[config.mk]
export PLATFORM = sky130hd
export DESIGN_NAME = cache_fill_ctrl
export DESIGN_NICKNAME = d
export VERILOG_FILES = /design/src/rtl/cache_fill_ctrl.sv
export SDC_FILE = /design/constraint.sdc
export NUM_CORES = 1
export LEC_CHECK = 0
export BUFFER_PORTS_ARGS = -buffer_cell sky130_fd_sc_hd__buf_2
export CAP_MARGIN = 5
export CORE_MARGIN = 2
export CORE_UTILIZATION = 43
export CTS_CLUSTER_DIAMETER = 40
export DETAILED_ROUTE_END_ITERATION = 7
export HOLD_SLACK_MARGIN = 0.05
export PLACE_DENSITY = 0.86
export SYNTH_ARGS = -nofsm -noshare
export SYNTH_HDL_FRONTEND = slang
export SYNTH_SLANG_ARGS = --single-unit
export TNS_END_PERCENT = 20
[constraint.sdc]
create_clock -name clock -period 1.9 [get_ports clock]
set_input_delay 0.38 -clock clock [delete_from_list [all_inputs] [get_ports clock]]
set_output_delay 0.38 -clock clock [all_outputs]
set_load 0.005 [all_outputs]
[src/rtl/cache_fill_ctrl.sv]
// rtl/cache_fill_ctrl.sv - single-request fill controller in front of a CLOCK line cache; CACHE_FILL_CTRL_STATS_EN adds read hit/miss counters
module cache_fill_ctrl #(
    parameter int ADDR_WIDTH   = 8,
    parameter int LINE_WIDTH   = 32,
    parameter int FILL_TIMEOUT = 8
) (
    input  logic                  clock,
    input  logic                  reset,
    input  logic                  req_valid,
    output logic                  req_ready,
    input  logic                  req_write,
    input  logic [ADDR_WIDTH-1:0] req_addr,
    input  logic [LINE_WIDTH-1:0] req_wdata,
    output logic                  resp_valid,
    output logic [LINE_WIDTH-1:0] resp_data,
    output logic                  resp_hit,
    output logic                  resp_err,
    output logic [ADDR_WIDTH-1:0] cache_addr,
    output logic [LINE_WIDTH-1:0] cache_val,
    output logic                  cache_read,
    output logic                  cache_write,
    input  logic                  cache_hit,
    input  logic [LINE_WIDTH-1:0] cache_out,
    output logic                  mem_req,
    output logic                  mem_we,
    output logic [ADDR_WIDTH-1:0] mem_addr,
    output logic [LINE_WIDTH-1:0] mem_wdata,
    input  logic                  mem_ack,
    input  logic [LINE_WIDTH-1:0] mem_rdata
`ifdef CACHE_FILL_CTRL_STATS_EN
    ,
    output logic [15:0]           hit_count,
    output logic [15:0]           miss_count
`endif
);

    localparam int CW = $clog2(FILL_TIMEOUT + 1);
    localparam logic [CW-1:0] FILL_LAST = CW'(FILL_TIMEOUT - 1);

    typedef enum logic [2:0] {IDLE, LOOKUP, CHECK, MEM_REQ, FILL, RESP} state_t;

    state_t                state_q, state_d;
    logic [ADDR_WIDTH-1:0] addr_q, addr_d;
    logic [LINE_WIDTH-1:0] line_q, line_d;
    logic                  write_q, write_d;
    logic                  hit_q, hit_d;
    logic                  err_q, err_d;
    logic [CW-1:0]         fill_cnt_q, fill_cnt_d;
    logic                  resp_valid_q;
    logic [LINE_WIDTH-1:0] resp_data_q;
    logic                  resp_hit_q;
    logic                  resp_err_q;

    // line_q is the single data holder: write data, then the fill value, then the response data
    always_comb begin
        state_d     = state_q;
        addr_d      = addr_q;
        line_d      = line_q;
        write_d     = write_q;
        hit_d       = hit_q;
        err_d       = err_q;
        fill_cnt_d  = fill_cnt_q;
        req_ready   = 1'b0;
        cache_read  = 1'b0;
        cache_write = 1'b0;
        mem_req     = 1'b0;
        mem_we      = 1'b0;
        case (state_q)
            IDLE: begin
                req_ready = 1'b1;
                if (req_valid) begin
                    state_d    = LOOKUP;
                    addr_d     = req_addr;
                    line_d     = req_wdata;
                    write_d    = req_write;
                    hit_d      = 1'b0;
                    err_d      = 1'b0;
                    fill_cnt_d = '0;
                end
            end
            LOOKUP: begin
                cache_read = 1'b1;
                state_d    = CHECK;
            end
            CHECK: begin
                hit_d = cache_hit;
                if (!write_q && cache_hit) begin
                    line_d  = cache_out;
                    state_d = RESP;
                end else begin
                    state_d = MEM_REQ;
                end
            end
            MEM_REQ: begin
                mem_req = 1'b1;
                mem_we  = write_q;
                if (mem_ack) begin
                    if (!write_q) begin
                        line_d = mem_rdata;
                    end
                    state_d = FILL;
                end
            end
            FILL: begin
                fill_cnt_d = fill_cnt_q + CW'(1);
                // the hit seen in the first cycle is stale, so that cycle always writes
                if (fill_cnt_q == '0) begin
                    cache_write = 1'b1;
                end else if (cache_hit) begin
                    state_d = RESP;
                end else if (fill_cnt_q == FILL_LAST) begin
                    err_d   = 1'b1;
                    state_d = RESP;
                end else begin
                    cache_write = 1'b1;
                end
            end
            RESP: begin
                state_d = IDLE;
            end
            default: begin
                state_d = IDLE;
            end
        endcase
    end

    always_ff @(posedge clock) begin
        if (reset) begin
            state_q      <= IDLE;
            addr_q       <= '0;
            line_q       <= '0;
            write_q      <= 1'b0;
            hit_q        <= 1'b0;
            err_q        <= 1'b0;
            fill_cnt_q   <= '0;
            resp_valid_q <= 1'b0;
            resp_data_q  <= '0;
            resp_hit_q   <= 1'b0;
            resp_err_q   <= 1'b0;
        end else begin
            state_q      <= state_d;
            addr_q       <= addr_d;
            line_q       <= line_d;
            write_q      <= write_d;
            hit_q        <= hit_d;
            err_q        <= err_d;
            fill_cnt_q   <= fill_cnt_d;
            resp_valid_q <= (state_d == RESP);
            if (state_d == RESP) begin
                resp_data_q <= line_d;
                resp_hit_q  <= hit_d;
                resp_err_q  <= err_d;
            end
        end
    end

    assign resp_valid = resp_valid_q;
    assign resp_data  = resp_data_q;
    assign resp_hit   = resp_hit_q;
    assign resp_err   = resp_err_q;
    assign cache_addr = addr_q;
    assign cache_val  = line_q;
    assign mem_addr   = addr_q;
    assign mem_wdata  = line_q;

`ifdef CACHE_FILL_CTRL_STATS_EN
    logic [15:0] hit_count_q;
    logic [15:0] miss_count_q;

    always_ff @(posedge clock) begin
        if (reset) begin
            hit_count_q  <= '0;
            miss_count_q <= '0;
        end else if (state_q == CHECK && !write_q) begin
            if (cache_hit) begin
                if (hit_count_q != 16'hFFFF) hit_count_q <= hit_count_q + 16'd1;
            end else begin
                if (miss_count_q != 16'hFFFF) miss_count_q <= miss_count_q + 16'd1;
            end
        end
    end

    assign hit_count  = hit_count_q;
    assign miss_count = miss_count_q;
`endif

endmodule

# Word level (Yosys, flattened, before mapping)

Cells that the tools add are included.

Bits in read-only memories: 0
Bits in registers: 85
Memories kept: 0
Latch bits: 0
Bits in writable memories: 0
Output and inout port bits: 120
Logic and storage cells: 55

Muxes and demuxes: 29
Div/mod/pow operators: 0
Order comparisons: 0
Bitwise operators: 0
Reductions and logical operators: 7
Shift operators: 0
Multiply operators: 0
Equal/unequal tests: 7
Add/subtract/negate cells: 1

Operators with widths:

| operator                                                        | number |
|---|---|
| 32-bit 2-to-1 mux                                               | 4 |
| 32-bit one-hot mux with 3 select lines                          | 1 |
| 3-bit 2-to-1 mux                                                | 6 |
| 3-bit one-hot mux with 5 select lines                           | 1 |
| 1-bit 2-to-1 mux                                                | 13 |
| 4-bit one-hot mux with 2 select lines                           | 1 |
| 3-bit by 2-bit == test with 1-bit output, second input constant | 2 |
| 3-bit == test, second input constant                            | 2 |
| 4-bit by 1-bit adder with 4-bit output, second input constant   | 1 |
| 4-bit by 3-bit == test with 1-bit output, second input constant | 1 |
| 4-bit logical NOT                                               | 1 |
| 4-bit 2-to-1 mux                                                | 1 |
| 1-bit one-hot mux with 2 select lines                           | 2 |
| 2-bit AND reduction                                             | 2 |
| 3-bit by 1-bit == test with 1-bit output, second input constant | 1 |
| 3-bit logical NOT                                               | 1 |
| 2-bit != test, second input constant                            | 1 |
| 2-bit nonzero test                                              | 1 |
| 1-bit logical AND                                               | 1 |
| 1-bit logical NOT                                               | 1 |

# Longest topological paths before layout

Word-level depth: 6
Depth in mapped cells: 9
Mapped depth without buffers: 7

# Worst setup path before layout

No wires, ideal clock.

Path kind: input port to flip-flop
Start point: input cache_hit
End point: register resp_data_q[10], in the netlist resp_data[10]
Stages: 8
Arrival: 1.749 ns
Path slack: 0.027 ns
Library setup time: 0.125 ns
Buffers on the path: 3
Path through: buf_6 -> nor2b_1 -> nor3b_2 -> or3_1 -> buf_6 -> buf_12 -> a211oi_4 -> a211oi_2

Cells in the longest elaborated chain, start to end: 4
Elaborated cells between the ends (all ways): 8
Those cells by class: eq/ne (1); mux (6); reduce/logical (1)

RTL lines:

| element                                                      | line    | text |
|---|---|---|
| start: declaration                                           | 22      | `input logic cache_hit,` |
| 3-bit 2-to-1 mux / 1-bit logical AND (equally long branches) | 109, 87 |  |
| 3-bit 2-to-1 mux, on equally long branches                   | 107, 87 |  |
| 3-bit one-hot mux with 5 select lines                        | 68      | `case (state_q)` |
| 3-bit == test                                                | 149     | `if (state_d == RESP) begin` |
| end signal: assignment                                       | 150     | `resp_data_q <= line_d;` |
| end: declaration                                             | 50      | `logic [LINE_WIDTH-1:0] resp_data_q;` |

Several ways; a longest one is shown, not always the timed one.
A chain may end at the register's enable or synchronous reset.

# Worst setup path in the final report

Start point: register state_q[2]
End point: output mem_we

Cells in the longest elaborated chain, start to end: 2

RTL lines:

| element                                  | line | text |
|---|---|---|
| start: declaration                       | 42   | `state_t state_q, state_d;` |
| start signal: assignment                 | 141  | `state_q <= state_d;` |
| 3-bit by 2-bit == test with 1-bit output | 68   |  |
| 1-bit 2-to-1 mux                         | 68   |  |
| end: declaration                         | 25   | `output logic mem_we,` |

No other way between the ends.

==> impl_metrics.csv <==
group,metric,value,unit
clock_tree,clk_pin_slew_worst_paths,60,ps
detailed_routing,vias,4851,
setup_path,regToRegSetupSlack,-40,ps
final_layout,seqCellArea,1720,um2
timing,fin_skew,8.75,ps
die,io_pins,230,
clock_tree,cts.sinks,85,
detailed_routing,wl_per_cell,18.0,um
setup_path,crit_path_end_kind,"output port",
detailed_routing,wl,16000,um
final_layout,n_fill_cell,909,
final_layout,final_util,61.3,%
power_and_ir_drop,leakagePower,3.21,nW
setup_path,path_class,"register to output port",
logic_synthesis,ys_async_sr_fraction,0,%
final_layout,layout_common_cells,"228 x buf_2, 84 x nor2_1, 79 x dfxtp_1, 44 x buf_4, 38 x a211oi_2",
timing,setup_ws,-51.5,ps
global_routing,antenna_found_initial,0,
power_and_ir_drop,peakVddDrop,0.433,mV
final_layout,final_common_cell,"buf_2",
worst_hold_path,holdPathStages,3,
power_and_ir_drop,finalPower,5.84,mW
final_layout,diodes,0,
global_routing,grt_pass1_wl,23000,um
global_routing,track_usage,23.0,%
timing,fin_crit_sh,103,%
detailed_routing,drc,0,
final_layout,drive_above_1_share,56.3,%
global_routing,first_global_vias,4575,
setup_path,cp.required,1520,ps
timing,hold_viol_final,0,
final_layout,fin_cells,884,
final_layout,finish.net_count,848,
logic_synthesis,ys_seq_area_share,34.7,%
setup_path,path_max_fanout,6,
setup_path,regToRegStartpoint,"state_q[2]$_SDFF_PP0_",
timing,fmax,512,MHz
logic_synthesis,ys_ff_latch,85,
worst_hold_path,min_path_type,"primary input to register",
setup_path,crit_chain,"and2b_2, buf_6, buf_4, and3_1, buf_2",
setup_path,reg2regPathDepth,8,
place,io_buffers,229,
die,start_util,43.5,%
timing,worst_slew_pin_slew,721,ps
outcome,status,"finished with violations",
global_routing,grt_max_degree,37,
final_layout,multi_input_area,2720,um2
setup_path,critPathLaunchType,"register",
logic_synthesis,synth_edf_count,0,
logic_synthesis,avgSynthCellArea,9.57,um2
power_and_ir_drop,power_density,845,nW/um2
die,die_h,111,um
setup_path,r2r-end,"resp_data[4]$_SDFFE_PP0N_",
logic_synthesis,ys_warn_count,0,
timing,rsz0062_at_grt,"yes",
worst_hold_path,hold_end,"write_q$_SDFFE_PP0P_",
logic_synthesis,synthDistinctLibCells,58,
clock_tree,clockBufferDepth,2,
final_layout,syn_to_final_growth,40.8,%
detailed_routing,drtIter0Drc,312,
setup_path,critPathArrivalTime,1570,ps
die,core,11300,um2
detailed_routing,avgViaCountPerCell,5.49,
detailed_routing,ant_nets,0,
logic_synthesis,syn_area,4910,um2
job,maxCapViolations,0,
setup_path,cp_top_family,"simple AND/OR/NAND/NOR gates",
die,dieArea,12300,um2
detailed_routing,firstDrtPassIters,5,
worst_hold_path,hold_path.startpoint,"req_write",
timing,min_period,1950,ps
timing,fin_setup_tns,-428,ps
place,routabilityCongestion,0.842,
setup_path,worst-path-buf-inv,3,
timing,slew_viol_final,0,
logic_synthesis,synth_ff_type,"dfxtp_1",
clock_tree,cts_tree,"done",
die,die_x,111,um
clock_tree,hold_buffers,0,
timing,finalSetupViolCount,23,
outcome,violations,"negative setup slack",
timing,max_slew_margin,51.9,%
logic_synthesis,synthCells,513,
place,placedCellCount,841,
clock_tree,cts_buffers,9,
clock_tree,clk_latency,340,ps
setup_path,crit_path_top_delay_cell,"dfxtp_4",
clock_tree,h-tree-depth,3,
logic_synthesis,synth_fp_nets,625,
place,hpwl,9980,um
global_routing,overflow,0,
die,num_rows,39,
setup_path,max_stage_delay,400,ps
clock_tree,cts_root_buf,"clkbuf_16",
-- cell type report --
type	instances	share of cell area, %
multi-input cells	338	39.3
repair buffers	297	28.4
flip-flops and latches	85	24.9
clock buffers	10	3.31
well taps	143	2.59
clock inverters	6	1.27
inverters	5	0.272
-- worst max-delay path by stage --
| stage | startpoint | to | slack (ps) | depth (start not counted) |
|---|---|---|---|---|
| after floorplan | cache_hit | resp_data[10]$_SDFFE_PP0N_ | 30 | 8 |
| after global placement | mem_ack | resp_data[24]$_SDFFE_PP0N_ | -360 | 6 |
| after global routing | state_q[2]$_SDFF_PP0_ | resp_data[20]$_SDFFE_PP0N_ | -160 | 8 |
| after detailed placement | mem_ack | resp_data[19]$_SDFFE_PP0N_ | -450 | 6 |
| final | state_q[2]$_SDFF_PP0_ | mem_we | -50 | 5 |
| after CTS | state_q[2]$_SDFF_PP0_ | resp_data[29]$_SDFFE_PP0N_ | -10 | 6 |
-- registers in the layout, indices dropped and copies added (netlist names) --
signal	count
write_q	1
cache_addr	8
resp_hit	1
hit_q	1
cache_val	32
resp_err	1
fill_cnt_q	4
err_q	1
resp_valid	1
resp_data	32
state_q	3
-- cell usage after synthesis, drive strengths merged, types with 8 or more instances --
cell | instances | area, um2
a32oi | 19 | 166
a21oi | 20 | 100
a21boi | 8 | 60.1
nand2 | 24 | 90.1
and3 | 9 | 56.3
clkbuf | 20 | 135
nor2 | 95 | 359
nor3b | 9 | 82.6
buf | 66 | 558
dfxtp | 85 | 1700
a211oi | 59 | 758
a22o | 30 | 275
-- through the flow --
stage | hold slack [ps] | area (um2) | setup WS (ps)
after floorplan | 431 | 4910 | 26.7
after global placement | 447 | 5960 | -362
after detailed placement | 461 | 5960 | -447
after CTS | 270 | 6440 | -11.7
after global routing | 274 | 6910 | -155
final | 272 | 6910 | -51.5
-- where the power goes --
group	internal (mW)	total (mW)	switching [mW]
Combinational	0.912	1.82	0.910
Sequential	1.94	2.11	0.174
Clock	1.15	1.90	0.748
Total	4.00	5.84	1.83
-- per-layer routing --
metal	track usage, %	vias up	part of all wire (%)
met5	0	-	0
met4	9.67	0	2.6
met3	4.81	28	7.7
met2	40.8	246	51
met1	26.8	2306	39
li1	-	2271	-
-- tightest hold or removal path: stages --
cell	delay, ps
buf_2	90
nand2_1	50
a21oi_1	50
-- logic make-up (layout without fill, tap and decap cells) --
group | Yosys count | in the layout | share of synthesized area [%]
AOI/OAI and AO/OA | 160 | 160 | 31.9
buffers and inverters | 91 | 318 | 14.5
DFF | 85 | 85 | 34.7
and+or+nand+nor | 170 | 171 | 17.3
adders and majority gates | 2 | 2 | 0.510
muxes | 5 | 5 | 1.05
-- repair_timing --
action / 4_1_cts / 5_1_grt
gates resized for setup: 20 / 42
endpoints found under the setup margin: 69 / 53
pin swaps: 5 / 20
cloned: 3 / 7
hold endpoints to repair: 0 / 0
setup buffers: 2 / 15
Note: power is estimated with default switching activity, not from simulation.
